==> config.mk <==
export PLATFORM = sky130hd
export DESIGN_NAME = alu_req_scheduler
export DESIGN_NICKNAME = d
export VERILOG_FILES = /design/src/rtl/alu_req_scheduler_pkg.sv /design/src/rtl/alu_req_scheduler_rr_arbiter.sv /design/src/rtl/alu_req_scheduler.sv
export SDC_FILE = /design/constraint.sdc
export NUM_CORES = 1
export LEC_CHECK = 0
export BUFFER_PORTS_ARGS = -buffer_cell sky130_fd_sc_hd__buf_4
export CAP_MARGIN = 20
export CORE_UTILIZATION = 30
export DETAILED_ROUTE_END_ITERATION = 12
export PLACE_DENSITY = 0.63
export SYNTH_ARGS = -nofsm -noshare
export SYNTH_HDL_FRONTEND = slang
export SYNTH_SLANG_ARGS = --single-unit
==> constraint.sdc <==
create_clock -name clk -period 5.5 [get_ports clk]
set_input_delay 0.55 -clock clk [delete_from_list [all_inputs] [get_ports clk]]
set_output_delay 0.55 -clock clk [all_outputs]
set_load 0.02 [all_outputs]
==> src/rtl/alu_req_scheduler_pkg.sv <==
// Shared constants and opcode encoding for the ALU request scheduler.
// Tag layout on the ALU sideband is {seq, requester id}.
package alu_req_scheduler_pkg;

  localparam int WIDTH    = 32;
  localparam int DATABITS = 7;
  localparam int NREQ     = 4;
  localparam int ID_BITS  = 2;
  localparam int SEQ_BITS = 5;
  localparam int MAX_OUT  = 4;
  localparam int CNT_BITS = 3;

  localparam int TAG_ID_LSB  = 0;
  localparam int TAG_SEQ_LSB = ID_BITS;

  typedef enum logic [1:0] {
    OP_NOP  = 2'd0,
    OP_ADD  = 2'd1,
    OP_SUB  = 2'd2,
    OP_MULT = 2'd3
  } alu_op_e;

endpackage

==> src/rtl/alu_req_scheduler_rr_arbiter.sv <==
// Round-robin arbiter: one-hot grant to the first eligible
// requester after last_grant.
module alu_req_scheduler_rr_arbiter #(
  parameter int N   = 4,
  parameter int IDW = 2
) (
  input  logic [N-1:0]   eligible,
  input  logic [IDW-1:0] last_grant,
  output logic [N-1:0]   grant,
  output logic [IDW-1:0] grant_id,
  output logic           any
);

  logic [IDW-1:0] idx;

  always_comb begin
    grant    = '0;
    grant_id = '0;
    any      = 1'b0;
    idx      = '0;
    for (int k = 1; k <= N; k++) begin
      idx = IDW'((int'(last_grant) + k) % N);
      if (!any && eligible[idx]) begin
        grant[idx] = 1'b1;
        grant_id   = idx;
        any        = 1'b1;
      end
    end
  end

endmodule

==> src/rtl/alu_req_scheduler.sv <==
// Shares one pipelined ALU between NREQ requesters, tags ops with
// {seq, id} and routes results back by tag.
module alu_req_scheduler
  import alu_req_scheduler_pkg::*;
#(
  parameter int P_WIDTH    = WIDTH,
  parameter int P_DATABITS = DATABITS,
  parameter int P_NREQ     = NREQ,
  parameter int P_ID_BITS  = ID_BITS,
  parameter int P_SEQ_BITS = SEQ_BITS,
  parameter int P_MAX_OUT  = MAX_OUT
) (
  input  logic                       clk,
  input  logic                       reset,
  input  logic [P_NREQ-1:0]          req_valid,
  output logic [P_NREQ-1:0]          req_ready,
  input  logic [P_NREQ*P_WIDTH-1:0]  req_a,
  input  logic [P_NREQ*P_WIDTH-1:0]  req_b,
  input  logic [P_NREQ*2-1:0]        req_op,
  output logic [P_NREQ-1:0]          rsp_valid,
  output logic [P_WIDTH-1:0]         rsp_res,
  output logic [1:0]                 rsp_op,
  output logic [P_SEQ_BITS-1:0]      rsp_seq,
  output logic                       tag_err,
  output logic [P_WIDTH-1:0]         alu_a,
  output logic [P_WIDTH-1:0]         alu_b,
  output logic [1:0]                 alu_op,
  output logic [P_DATABITS-1:0]      alu_databits,
  input  logic [P_WIDTH-1:0]         alu_res,
  input  logic [1:0]                 alu_out_op,
  input  logic [P_DATABITS-1:0]      alu_out_databits
);

  logic [P_WIDTH-1:0]    a_arr [P_NREQ];
  logic [P_WIDTH-1:0]    b_arr [P_NREQ];
  logic [1:0]            op_arr [P_NREQ];
  logic [CNT_BITS-1:0]   outstanding [P_NREQ];
  logic [P_SEQ_BITS-1:0] seq [P_NREQ];
  logic [P_ID_BITS-1:0]  last_grant;

  logic [P_NREQ-1:0]     eligible;
  logic [P_NREQ-1:0]     grant;
  logic [P_ID_BITS-1:0]  gid;
  logic                  any;
  logic                  issue_live;
  logic                  ret_live;
  logic                  ret_ok;
  logic [P_ID_BITS-1:0]  ret_id;
  logic [P_SEQ_BITS-1:0] ret_seq;

  for (genvar g = 0; g < P_NREQ; g++) begin : g_unpack
    assign a_arr[g]  = req_a[g*P_WIDTH +: P_WIDTH];
    assign b_arr[g]  = req_b[g*P_WIDTH +: P_WIDTH];
    assign op_arr[g] = req_op[g*2 +: 2];
  end

  always_comb begin
    eligible = '0;
    for (int i = 0; i < P_NREQ; i++) begin
      eligible[i] = !reset && req_valid[i] &&
        (outstanding[i] < CNT_BITS'(P_MAX_OUT));
    end
  end

  alu_req_scheduler_rr_arbiter #(
    .N   (P_NREQ),
    .IDW (P_ID_BITS)
  ) u_arb (
    .eligible   (eligible),
    .last_grant (last_grant),
    .grant      (grant),
    .grant_id   (gid),
    .any        (any)
  );

  assign req_ready  = grant;
  assign issue_live = any && (op_arr[gid] != OP_NOP);
  assign ret_live   = (alu_out_op != OP_NOP);
  assign ret_id     = alu_out_databits[TAG_ID_LSB +: P_ID_BITS];
  assign ret_seq    = alu_out_databits[P_ID_BITS +: P_SEQ_BITS];
  assign ret_ok     = ret_live && (outstanding[ret_id] != '0);

  always_ff @(posedge clk) begin
    if (reset) begin
      alu_a        <= '0;
      alu_b        <= '0;
      alu_op       <= OP_NOP;
      alu_databits <= '0;
      rsp_valid    <= '0;
      rsp_res      <= '0;
      rsp_op       <= OP_NOP;
      rsp_seq      <= '0;
      tag_err      <= 1'b0;
      // Pointer at the last slot so requester 0 has first priority
      last_grant   <= P_ID_BITS'(P_NREQ - 1);
      for (int i = 0; i < P_NREQ; i++) begin
        outstanding[i] <= '0;
        seq[i]         <= '0;
      end
    end else begin
      alu_op <= any ? op_arr[gid] : OP_NOP;
      if (any) begin
        alu_a        <= a_arr[gid];
        alu_b        <= b_arr[gid];
        alu_databits <= {seq[gid], gid};
        last_grant   <= gid;
      end
      if (issue_live) begin
        seq[gid] <= seq[gid] + P_SEQ_BITS'(1);
      end
      for (int i = 0; i < P_NREQ; i++) begin
        unique case ({issue_live && (gid == P_ID_BITS'(i)),
                      ret_ok && (ret_id == P_ID_BITS'(i))})
          2'b10:   outstanding[i] <= outstanding[i] + CNT_BITS'(1);
          2'b01:   outstanding[i] <= outstanding[i] - CNT_BITS'(1);
          default: outstanding[i] <= outstanding[i];
        endcase
      end
      rsp_valid <= ret_ok ? (P_NREQ'(1) << ret_id) : '0;
      if (ret_ok) begin
        rsp_res <= alu_res;
        rsp_op  <= alu_out_op;
        rsp_seq <= ret_seq;
      end
      if (ret_live && !ret_ok) begin
        tag_err <= 1'b1;
      end
    end
  end

endmodule

# Word-level counts from Yosys, hierarchy flattened
# Memory sizes are Yosys's and may differ from the RTL's.
# Index checks and enable logic that the tools add are counted.
# totals
register_bits	119
ram_bits	32
in_bits	311
out_inout_bits	121
elab_cells	207
memories	2
# op_classes
n_addsub	13
magnitude_cmp	13
eq_ne	14
shifts	1
n_mux	93
n_bitwise	18
reduce_logical	43
# mem_list
name	depth	width	rd	rd_clocked_by_memory_dff	wr	line	text
seq	4	5	1	0	4	alu_req_scheduler.sv:38	logic [P_SEQ_BITS-1:0] seq [P_NREQ];
outstanding	4	3	5	0	4	alu_req_scheduler.sv:37	logic [CNT_BITS-1:0] outstanding [P_NREQ];
# op_table
cell	count
binary-select mux 32 bit (select 2 bit)	2
2-to-1 mux 32 bit	4
2-to-1 mux 1 bit	54
2-to-1 mux 3 bit	12
logical AND 1 bit	26
equality test 2 bit, second input constant	8
2-to-1 mux 4 bit	4
2-to-1 mux 2 bit	7
adder 3 x 1 -> 3 bit, second input constant	4
equality test 2 x 1 -> 1 bit, second input constant	6
less-than comparator 2 x 3 -> 1 bit, second input constant	4
less-than comparator 3 bit, second input constant	4
OR 1 bit	12
OR 4 bit	3
OR reduction 2 bit	6
subtractor 3 x 1 -> 3 bit, second input constant	4
binary-select mux 1 bit (select 2 bit)	4
demux 1 bit (select 2 bit)	4
greater-or-equal comparator 2 x 1 -> 1 bit, second input constant	4
adder 5 x 1 -> 5 bit, second input constant	1
zero test 1 bit	5
2-to-1 mux 5 bit	1
OR reduction 5 bit	1
adder 2 x 1 -> 2 bit, second input constant	2
9 further kinds	13

# Logic depth before layout (Yosys ltp)
# Gate-level depths: netlist of the first run.
# depth
word_depth	29
depth_mapped	17
ltp_nobuf	15

# Hierarchy
# A second synthesis of the first run with hierarchy kept.
# hier_totals
cells_unflattened	728
hier_area_um2	8328.0
# by_module_without_submodules
module	instances	cells_each	area_per_inst_um2	seq_area_each_um2
alu_req_scheduler	1	660	7802.5	3343.2
alu_req_scheduler_rr_arbiter	1	68	525.5	0.0

# Least setup slack after synthesis of the first run
# No wires, ideal clock.
# synth_path
kind	register to register
start	reg last_grant[0]
end	mem outstanding[2][2], data pin
setup_time_ns	0.266
arrival_ns	3.566
required_time_ns	5.234
path_slack_ns	1.668
stages_incl_launch_ff	18
n_path_buf	4
synth_period_minus_slack_ns	3.832
path_cell_list	dfxtp_1 buf_6 inv_1 ha_1 o21a_1 o221a_2 or2_2 buf_4 buf_2 buf_2 nand3_1 ha_1 nand2b_1 fa_1 xor2_1 nor3_1 a21oi_1 nor2_1
# synth_rtl
element	line	text
start: declaration	alu_req_scheduler.sv:39	logic [P_ID_BITS-1:0] last_grant;
start signal: assignment	alu_req_scheduler.sv:95	last_grant <= P_ID_BITS'(P_NREQ - 1);
start signal: assignment	alu_req_scheduler.sv:106	last_grant <= gid;
end: declaration	alu_req_scheduler.sv:37	

==> impl_metrics.toml, run 1 <==
[run_status]
status = "complete, no violations"

[global_route]
grt_first_pass_wirelength_mm = 49.5
overflow = 0
grt_pass1_vias = 8931
antenna_found_initial = 2
grt_max_degree = 110
met2_usage_pct = 37.0
busiest_layer = "met2"
grt_util_all_layers_pct = 22.1
use_met1_pct = 27.1
grt_use_met3_pct = 6.09

[final_layout]
area_growth_pct = 47.7
nets = 1919
layout-drive-gt1-share_pct = 31.2
fill_cells = 2907
multiInputGateArea_mm2 = 0.00470
layout.cells.non_filler = 1978
ff_latch_area_mm2 = 0.00334

[clocking]
cts_max_path_buffers = 2
hold_buffers = 0
clock_latency_ps = 430
clockRootBuffer = "clkbuf_16"
htreeDepth = 4
cts_resized = 0
cts_tree = "built"
postCtsSetupBuffers = 0
cts.sinks = 151
numCtsBuffers = 17
clk_pin_slew_ps = 70

[drt]
viasPerCell = 5.01
ant_nets = 0
drc = 0
wl_per_cell_um = 17.2
drtIter0Drc = 857
firstDrtPassIters = 5
route.final.wire_length_mm = 33.9
via_count = 9910

[synthesis]
avgSynthCellArea_um2 = 7.00
netlist-cell-type-count = 56
synth_edf_count = 32
ys_seq_elements = 151
async_flop_share_pct = 0
yosysSeqAreaShare_pct = 39.4
synthCells = 1213
synth_area_mm2 = 0.00849
syn-num-nets = 1546
ys_warn_count = 0
synth_flop_cell = "dfxtp_1"

[power_and_ir_drop]
p_leak_uw = 0.00585
ir_drop_v = 0.000206
power_density_mw_per_mm2 = 407

[sta]
slew_headroom_pct = 24.1
setup_tns_ps = 0
max_freq_ghz = 0.218
final.period_utilization_pct = 83.2
min_period_ps = 4580
setup_viol = 0
rsz0062_at_grt = "no"
slew_viol_final = 0
hold_viol = 0
finClkSkew_ps = 14.5
max_slew.worst_pin.slew_ps = 1140

[floorplan]
io-pin-count = 432
core_mm2 = 0.0278
die_h_um = 170
die-area_mm2 = 0.0290
die_x_um = 170
core.rowCount = 61
floorplan.initialDensity_pct = 30.6

[critical_path]
rr_startpoint = "last_grant[0]"
crit_path_max_fanout = 46
critical_path_class = "register to register"
cp.required_ps = 5650
worstPathCellList = "inv_1 > ha_1 > inv_1 > a221oi_4 > o211ai_1 > nand2_4 > mux2i_1 > ha_1 > inv_1 > a311o_1 > o21ai_0 > a21oi_1"
end_kind = "register"
worst_path_most_repeated_cell = "inv_1"
slowest_stage = "dfxtp_1"
crit_path_start = "last_grant[0]"
startpoint_type = "register"
cp_data_arrival_time_ps = 4720
slowest_delay_ps = 810

[flow_run]
maxCapViolCount = 0

[placed_design]
dp.cells = 1945
dp_hpwl_mm = 25.0
finalWeightedCongestion = 0.916
portBuffers = 431

[worst_hold_path]
worstHoldStart = "alu_res[12]"
hold_class = "input port to register"
==> cells in the mapped netlist, drive strengths merged, types with 3 or more instances <==
cell type  instances  area share, %
and4bb             3           0.44
nand4              3           0.22
nor2b              5           0.37
nand2b             8           0.59
edfxtp            32             11
nand3            207             12
ha                19            2.8
xor2               3           0.31
dfxtp            119             28
nand2            437             19
clkbuf            62            2.7
a222oi             4           0.47
o21ai              9           0.62
o21a               4           0.35
a21oi            125            7.4
mux2i             11            1.3
inv               23            1.0
nor3              17            1.1
fa                 3           0.71
or2                3           0.22
o21bai             4           0.35
or3                6           0.50
nor2              44            1.9
buf               28            1.8
nor4b              3           0.53
==> placed cells by master, fill, tap and decap left out, drive strengths merged, types with 3 or more instances in the layout <==
cell type | Yosys | layout
or3 | 6 | 6
xor2 | 3 | 3
mux2i | 11 | 11
inv | 23 | 28
a222oi | 4 | 4
a21oi | 125 | 125
nand3 | 207 | 207
edfxtp | 32 | 32
ha | 19 | 19
or2 | 3 | 3
o21a | 4 | 4
o21bai | 4 | 4
clkbuf | 62 | 19
nor3 | 17 | 17
o21ai | 9 | 9
buf | 28 | 444
nor2b | 5 | 5
nor4b | 3 | 3
nand4 | 3 | 3
nand2 | 437 | 437
clkinvlp | 0 | 3
nand2b | 8 | 8
nor2 | 44 | 44
and4bb | 3 | 3
dfxtp | 119 | 119
fa | 3 | 3
==> logic make-up after synthesis <==
| group | after synthesis | share of synthesized area, % |
|---|---|---|
| flops | 151 | 39.4 |
| buf+inv | 113 | 5.57 |
| xor+xnor | 4 | 0.413 |
| mux | 12 | 1.43 |
| compound gates | 165 | 11.4 |
| fa+ha+maj | 22 | 3.51 |
| simple gates | 746 | 38.3 |
==> worst paths after layout <==
kind                      end  slack (ps)  cells after the start
hold reg to reg     alu_a[12]         450                      2
hold / removal    rsp_res[12]         360                      3
setup reg to reg    seq[2][4]         920                     12
setup / recovery    seq[2][4]         920                     12
==> power breakdown <==
group / leakage [uW] / internal (uW) / switching (uW)
clock: 0.000277 / 686 / 512
combinational: 0.00426 / 879 / 1460
sequential: 0.00131 / 1410 / 158
total: 0.00585 / 2980 / 2130
==> layer usage <==
metal	vias up	wire length, um
met2	441	16300
met3	51	2910
met4	0	894
met5	-	0
met1	4596	13900
li1	4822	-
==> state kept, by name (all words and copies together) (netlist names) <==
name / cells
rsp_seq: 5
rsp_valid: 4
alu_op: 2
alu_b: 32
tag_err: 1
alu_a: 32
rsp_op: 2
last_grant: 2
seq: 20
rsp_res: 32
outstanding: 12
alu_databits: 7
==> metrics by stage <==
| stage | instance area (um2) | utilization [%] | power, uW | setup WS, ps | hold slack, ps |
|---|---|---|---|---|---|
| final | 12500 | 45.1 | 5110 | 921 | 363 |
| after global routing | 12500 | 45.1 | 5430 | 596 | 346 |
| after CTS | 12500 | 45.1 | 5150 | 974 | 343 |
| after detailed placement | 12000 | 43.0 | 3930 | 990 | 445 |
| after global placement | 12000 | 43.0 | 3910 | 1110 | 439 |
| after floorplan | 8490 | - | 3000 | 1670 | 530 |
==> final cells by class <==
class	count	share of cell area [%]
Inverter	23	0.688
Clock inverter	12	1.13
Tap cell	378	3.77
Clock buffer	19	3.53
Multi-Input combinational cell	949	37.5
Antenna cell	2	0.0399
Timing Repair Buffer	444	26.7
Sequential cell	151	26.7
==> critical path, delay by kind of cell, from the launching register on <==
kind            cells  cell delay [ps]
flops               1              810
compound gates      5             1610
fa+ha+maj           2              620
simple gates        1              510
buf+inv             3              420
mux                 1              320
(Power assumes the default switching activity.)
==> inputs of run 2 (changes only) <==
==> constraint.sdc (replaced) <==
create_clock -name clk -period 4.5 [get_ports clk]
set_input_delay 0.45 -clock clk [delete_from_list [all_inputs] [get_ports clk]]
set_output_delay 0.45 -clock clk [all_outputs]
set_load 0.02 [all_outputs]
==> impl_metrics.toml, run 2 (synthesized netlist as in run 1, its figures left out) <==
[run_status]
status = "complete, no violations"

[sta]
setup_tns_ps = 0
finClkSkew_ps = 16.6
final.period_utilization_pct = 81.0
min_period_ps = 3640
max_freq_ghz = 0.274
setup_viol = 0
max_slew.worst_pin.slew_ps = 1030
worst_slack_ps = 857
rsz0062_at_grt = "no"
hold_viol = 0
slew_viol_final = 0
slew_headroom_pct = 31.2

[clocking]
clk_pin_slew_ps = 70
postCtsSetupBuffers = 0
cts_max_path_buffers = 2
cts.sinks = 151
clockRootBuffer = "clkbuf_16"
cts_resized = 0
clock_latency_ps = 420
htreeDepth = 4
hold_buffers = 0
numCtsBuffers = 17
cts_tree = "built"

[floorplan]
die_h_um = 170
die-area_mm2 = 0.0290
core.rowCount = 61
die_x_um = 170
core_mm2 = 0.0278
floorplan.initialDensity_pct = 30.6
io-pin-count = 432

[global_route]
grt_pass1_vias = 8944
grt_max_degree = 91
overflow = 0
grt_util_all_layers_pct = 22.4
grt_first_pass_wirelength_mm = 50.0
antenna_found_initial = 1

[drt]
wl_per_cell_um = 17.1
drc = 0
route.final.wire_length_mm = 33.9
viasPerCell = 4.98
firstDrtPassIters = 7
drtIter0Drc = 803
ant_nets = 0
via_count = 9871

[flow_run]
maxCapViolCount = 0

[critical_path]
cp_data_arrival_time_ps = 3790
worstPathCellList = "inv_1 > ha_1 > o21a_1 > a221oi_4 > buf_4 > or3_1 > nand2_4 > mux2i_1 > ha_1 > inv_1 > a311o_1 > o21ai_0 > a21oi_1"
slowest_delay_ps = 480
slowest_stage = "dfxtp_1"
crit_path_max_fanout = 11
cp.required_ps = 4650
end_kind = "register"
crit_path_start = "last_grant[1]"
rr_startpoint = "last_grant[1]"
critical_path_class = "register to register"
startpoint_type = "register"

[final_layout]
design_area_mm2 = 0.0126
reg_top3 = "alu_a (32), alu_b (32), rsp_res (32)"
layout_commonest_cell = "buf_4"
area_growth_pct = 48.4
diodes = 0
final_cell_mix = "buf_4, nand2_1, nand3_1, a21oi_1, dfxtp_1"
layout-drive-gt1-share_pct = 31.5
nets = 1924

[power_and_ir_drop]
p_leak_uw = 0.00590
ir_drop_v = 0.000250
power_density_mw_per_mm2 = 500
power_uw = 6300

[placed_design]
finalWeightedCongestion = 0.875
place_ws_ps = 815
detailed_place.area_mm2 = 0.0120
portBuffers = 431
dp_hpwl_mm = 25.0

[worst_hold_path]
hold_class = "input port to register"
worstHoldStart = "alu_res[7]"
==> run 2: cell count changes in the layout (fill, tap and decap cells not counted), moves of 2 or more <==
cell and change:
inv_8 +4, buf_4 +5, clkinvlp_4 -2, diode_2 -2
==> run 2: critical path: cells and delay by family, from the launching register on <==
family          cells  cell delay [ps]
mux                 1              250
simple gates        2              540
compound gates      5             1100
fa+ha+maj           2              560
flops               1              480
buf+inv             3              440
==> run 2: report_power, final <==
| part | switching, uW | internal, uW |
|---|---|---|
| combinational | 1790 | 1090 |
| sequential | 182 | 1730 |
| clock | 673 | 838 |
==> run 2: cell type report <==
| class | instances | area [um2] |
|---|---|---|
| multi-input cells | 949 | 4700 |
| inverters | 23 | 86.3 |
| well taps | 378 | 473 |
| repair buffers | 449 | 3380 |
| fillers | 2913 | 15200 |
| clock buffers | 19 | 464 |
| clock inverters | 13 | 148 |
| flip-flops and latches | 151 | 3340 |
==> run 2: per-layer routing <==
| metal | track usage (%) | part of all wire, % | vias up |
|---|---|---|---|
| met1 | 27.4 | 41 | 4576 |
| met4 | 7.68 | 2.6 | 0 |
| met5 | 0 | 0 | - |
| li1 | - | - | 4833 |
| met2 | 38.4 | 48 | 411 |
| met3 | 5.37 | 7.9 | 51 |
==> run 2: worst paths after layout <==
kind	cells after the start	endpoint	slack (ps)
worst min-delay path	3	rsp_res[7]	270
worst max-delay path	13	seq[0][4]	860
worst min register to register	2	alu_a[12]	450
worst max register to register	13	seq[0][4]	860
==> run 2: metrics by stage <==
step / hold WS (ps) / cells / utilization (%)
after floorplan: 530 / 1213 / -
after global placement: 440 / 1950 / 43.2
after detailed placement: 445 / 1950 / 43.2
after CTS: 239 / 1982 / 45.4
after global routing: 250 / 1982 / 45.4
final: 266 / 1982 / 45.4
==> inputs of run 3 (changes only) <==
--- a/config.mk
+++ b/config.mk
@@ -9,7 +9,7 @@
 export CAP_MARGIN = 20
 export CORE_UTILIZATION = 30
 export DETAILED_ROUTE_END_ITERATION = 12
-export PLACE_DENSITY = 0.63
+export PLACE_DENSITY = 0.65
 export SYNTH_ARGS = -nofsm -noshare
 export SYNTH_HDL_FRONTEND = slang
 export SYNTH_SLANG_ARGS = --single-unit
==> constraint.sdc (replaced) <==
create_clock -name clk -period 3.29 [get_ports clk]
set_input_delay 0.329 -clock clk [delete_from_list [all_inputs] [get_ports clk]]
set_output_delay 0.329 -clock clk [all_outputs]
set_load 0.02 [all_outputs]
==> impl_metrics.toml, run 3 (synthesized netlist as in run 1, its figures left out) <==
[critical_path]
end_kind = "register"
cp.required_ps = 3560
rr_startpoint = "last_grant[0]"
startpoint_type = "register"
timing.rr.end = "seq[0][4]"
reg2reg_slack_ps = 70
cp_data_arrival_time_ps = 3490
critical_path_class = "register to register"
ff2ff_path_depth = 13
crit_path_max_fanout = 8
crit_path_end = "seq[0][4]"
crit_path_start = "last_grant[0]"

[final_layout]
layout_commonest_cell = "buf_4"
final_cell_mix = "buf_4, nand2_1, nand3_1, a21oi_1, dfxtp_1"
layout-drive-gt1-share_pct = 34.5
nets = 1962
reg_top3 = "alu_a (32), alu_b (32), rsp_res (32)"
fill_cells = 2838
design_area_mm2 = 0.0131
final_util_pct = 47.2
area_growth_pct = 54.6

[sta]
hold_viol = 0
finClkSkew_ps = 21.0
hold-worst-slack_ps = 147
max_slew.worst_pin.slew_ps = 1090
rsz0062_at_grt = "yes"
final.period_utilization_pct = 97.8
slew_viol_final = 0
max_freq_ghz = 0.311
min_period_ps = 3220
setup_viol = 0
slew_headroom_pct = 27.4

[floorplan]
floorplan.initialDensity_pct = 30.6
die-area_mm2 = 0.0290
core_mm2 = 0.0278
die_x_um = 170
io-pin-count = 432
die_h_um = 170
core.rowCount = 61

[clocking]
cts_tree = "built"
clockRootBuffer = "clkbuf_16"
clock_latency_ps = 430
numCtsBuffers = 17
htreeDepth = 4
hold_buffers = 0
clk_pin_slew_ps = 80
cts.sinks = 151
cts_max_path_buffers = 2

[power_and_ir_drop]
p_leak_uw = 0.00614
ir_drop_v = 0.000363
power_uw = 9070
power_density_mw_per_mm2 = 691

[drt]
drc = 0
viasPerCell = 4.89
drtIter0Drc = 711
ant_nets = 0
firstDrtPassIters = 6
via_count = 9873
wl_per_cell_um = 17.2
route.final.wire_length_mm = 34.7

[placed_design]
dp_hpwl_mm = 25.4
portBuffers = 431
finalWeightedCongestion = 0.901
detailed_place.area_mm2 = 0.0123

[global_route]
grt_first_pass_wirelength_mm = 49.6
grt_util_all_layers_pct = 22.4
antenna_found_initial = 1
grt_max_degree = 132
overflow = 0
grt_pass1_vias = 8788

[run_status]
status = "complete, no violations"

[worst_hold_path]
hold_class = "input port to register"

[flow_run]
maxCapViolCount = 0
-- run 3: cell types whose count changed in the layout (fill, tap and decap cells not counted), moves of 3 or more --
cell	previous run	this run
ha_1	19	15
buf_4	448	481
a21oi_2	0	4
inv_6	4	7
a21oi_1	125	121
-- run 3: worst min path at each step --
| stage | cells past startpoint | to | slack [ps] | startpoint |
|---|---|---|---|---|
| 2_1_floorplan | 2 | rsp_res[0] | 470 | alu_res[0] |
| 3_3_place_gp | 2 | alu_b[10] | 440 | alu_b[10] |
| 3_5_place_dp | 2 | alu_b[11] | 440 | alu_b[11] |
| 4_1_cts | 3 | rsp_res[18] | 120 | alu_res[18] |
| 5_1_grt | 3 | rsp_res[10] | 130 | alu_res[10] |
| 6_report | 3 | rsp_res[18] | 150 | alu_res[18] |
-- run 3: where the power goes --
| part | switching, uW | internal [uW] |
|---|---|---|
| Sequential | 239 | 2360 |
| Clock | 940 | 1280 |
| Combinational | 2550 | 1690 |
| Total | 3730 | 5340 |
-- run 3: metrics by stage --
stage | setup WS (ps) | std cells | setup TNS, ps
after floorplan | -90.5 | 1213 | -422
after global placement | 35.5 | 1978 | 0
after detailed placement | -40.0 | 1978 | -113
after CTS | 22.7 | 2015 | 0
after global routing | -21.0 | 2021 | -83.1
final | 73.5 | 2021 | 0
-- run 3: layout make-up --
cell class / instances / area (um2) / share of cell area, %
tap: 378 / 473 / 3.60
sequential: 151 / 3350 / 25.5
clock buffer: 18 / 450 / 3.43
clock inverter: 14 / 201 / 1.54
antenna: 1 / 2.50 / 0.0191
multi-input combinational: 949 / 4830 / 36.8
timing repair buffer: 487 / 3720 / 28.4
inverter: 23 / 91.3 / 0.696
-- run 3: worst max-delay path, cell delays in order (launching register included) --
cell	delay (ps)
dfxtp_4	380
buf_12	130
inv_6	70
ha_4	210
o21a_1	150
o221a_2	340
or2_4	320
mux2i_1	170
mux2i_4	180
ha_2	200
inv_2	30
a311o_1	300
or3_4	420
a21oi_2	130
-- run 3: metal layers --
| metal | part of all wire [%] | up-vias | GRT usage [%] |
|---|---|---|---|
| met1 | 41 | 4511 | 27.3 |
| met4 | 2.4 | 0 | 7.87 |
| met2 | 49 | 420 | 38.0 |
| met5 | 0 | - | 0 |
| met3 | 7.9 | 38 | 5.58 |
| li1 | - | 4904 | - |
-- run 3: timing repair --
action | in CTS | in global routing
pin swaps | 3 | 10
setup endpoints to repair | 3 | 20
gates resized for setup | 4 | 8
setup buffers | 5 | 5
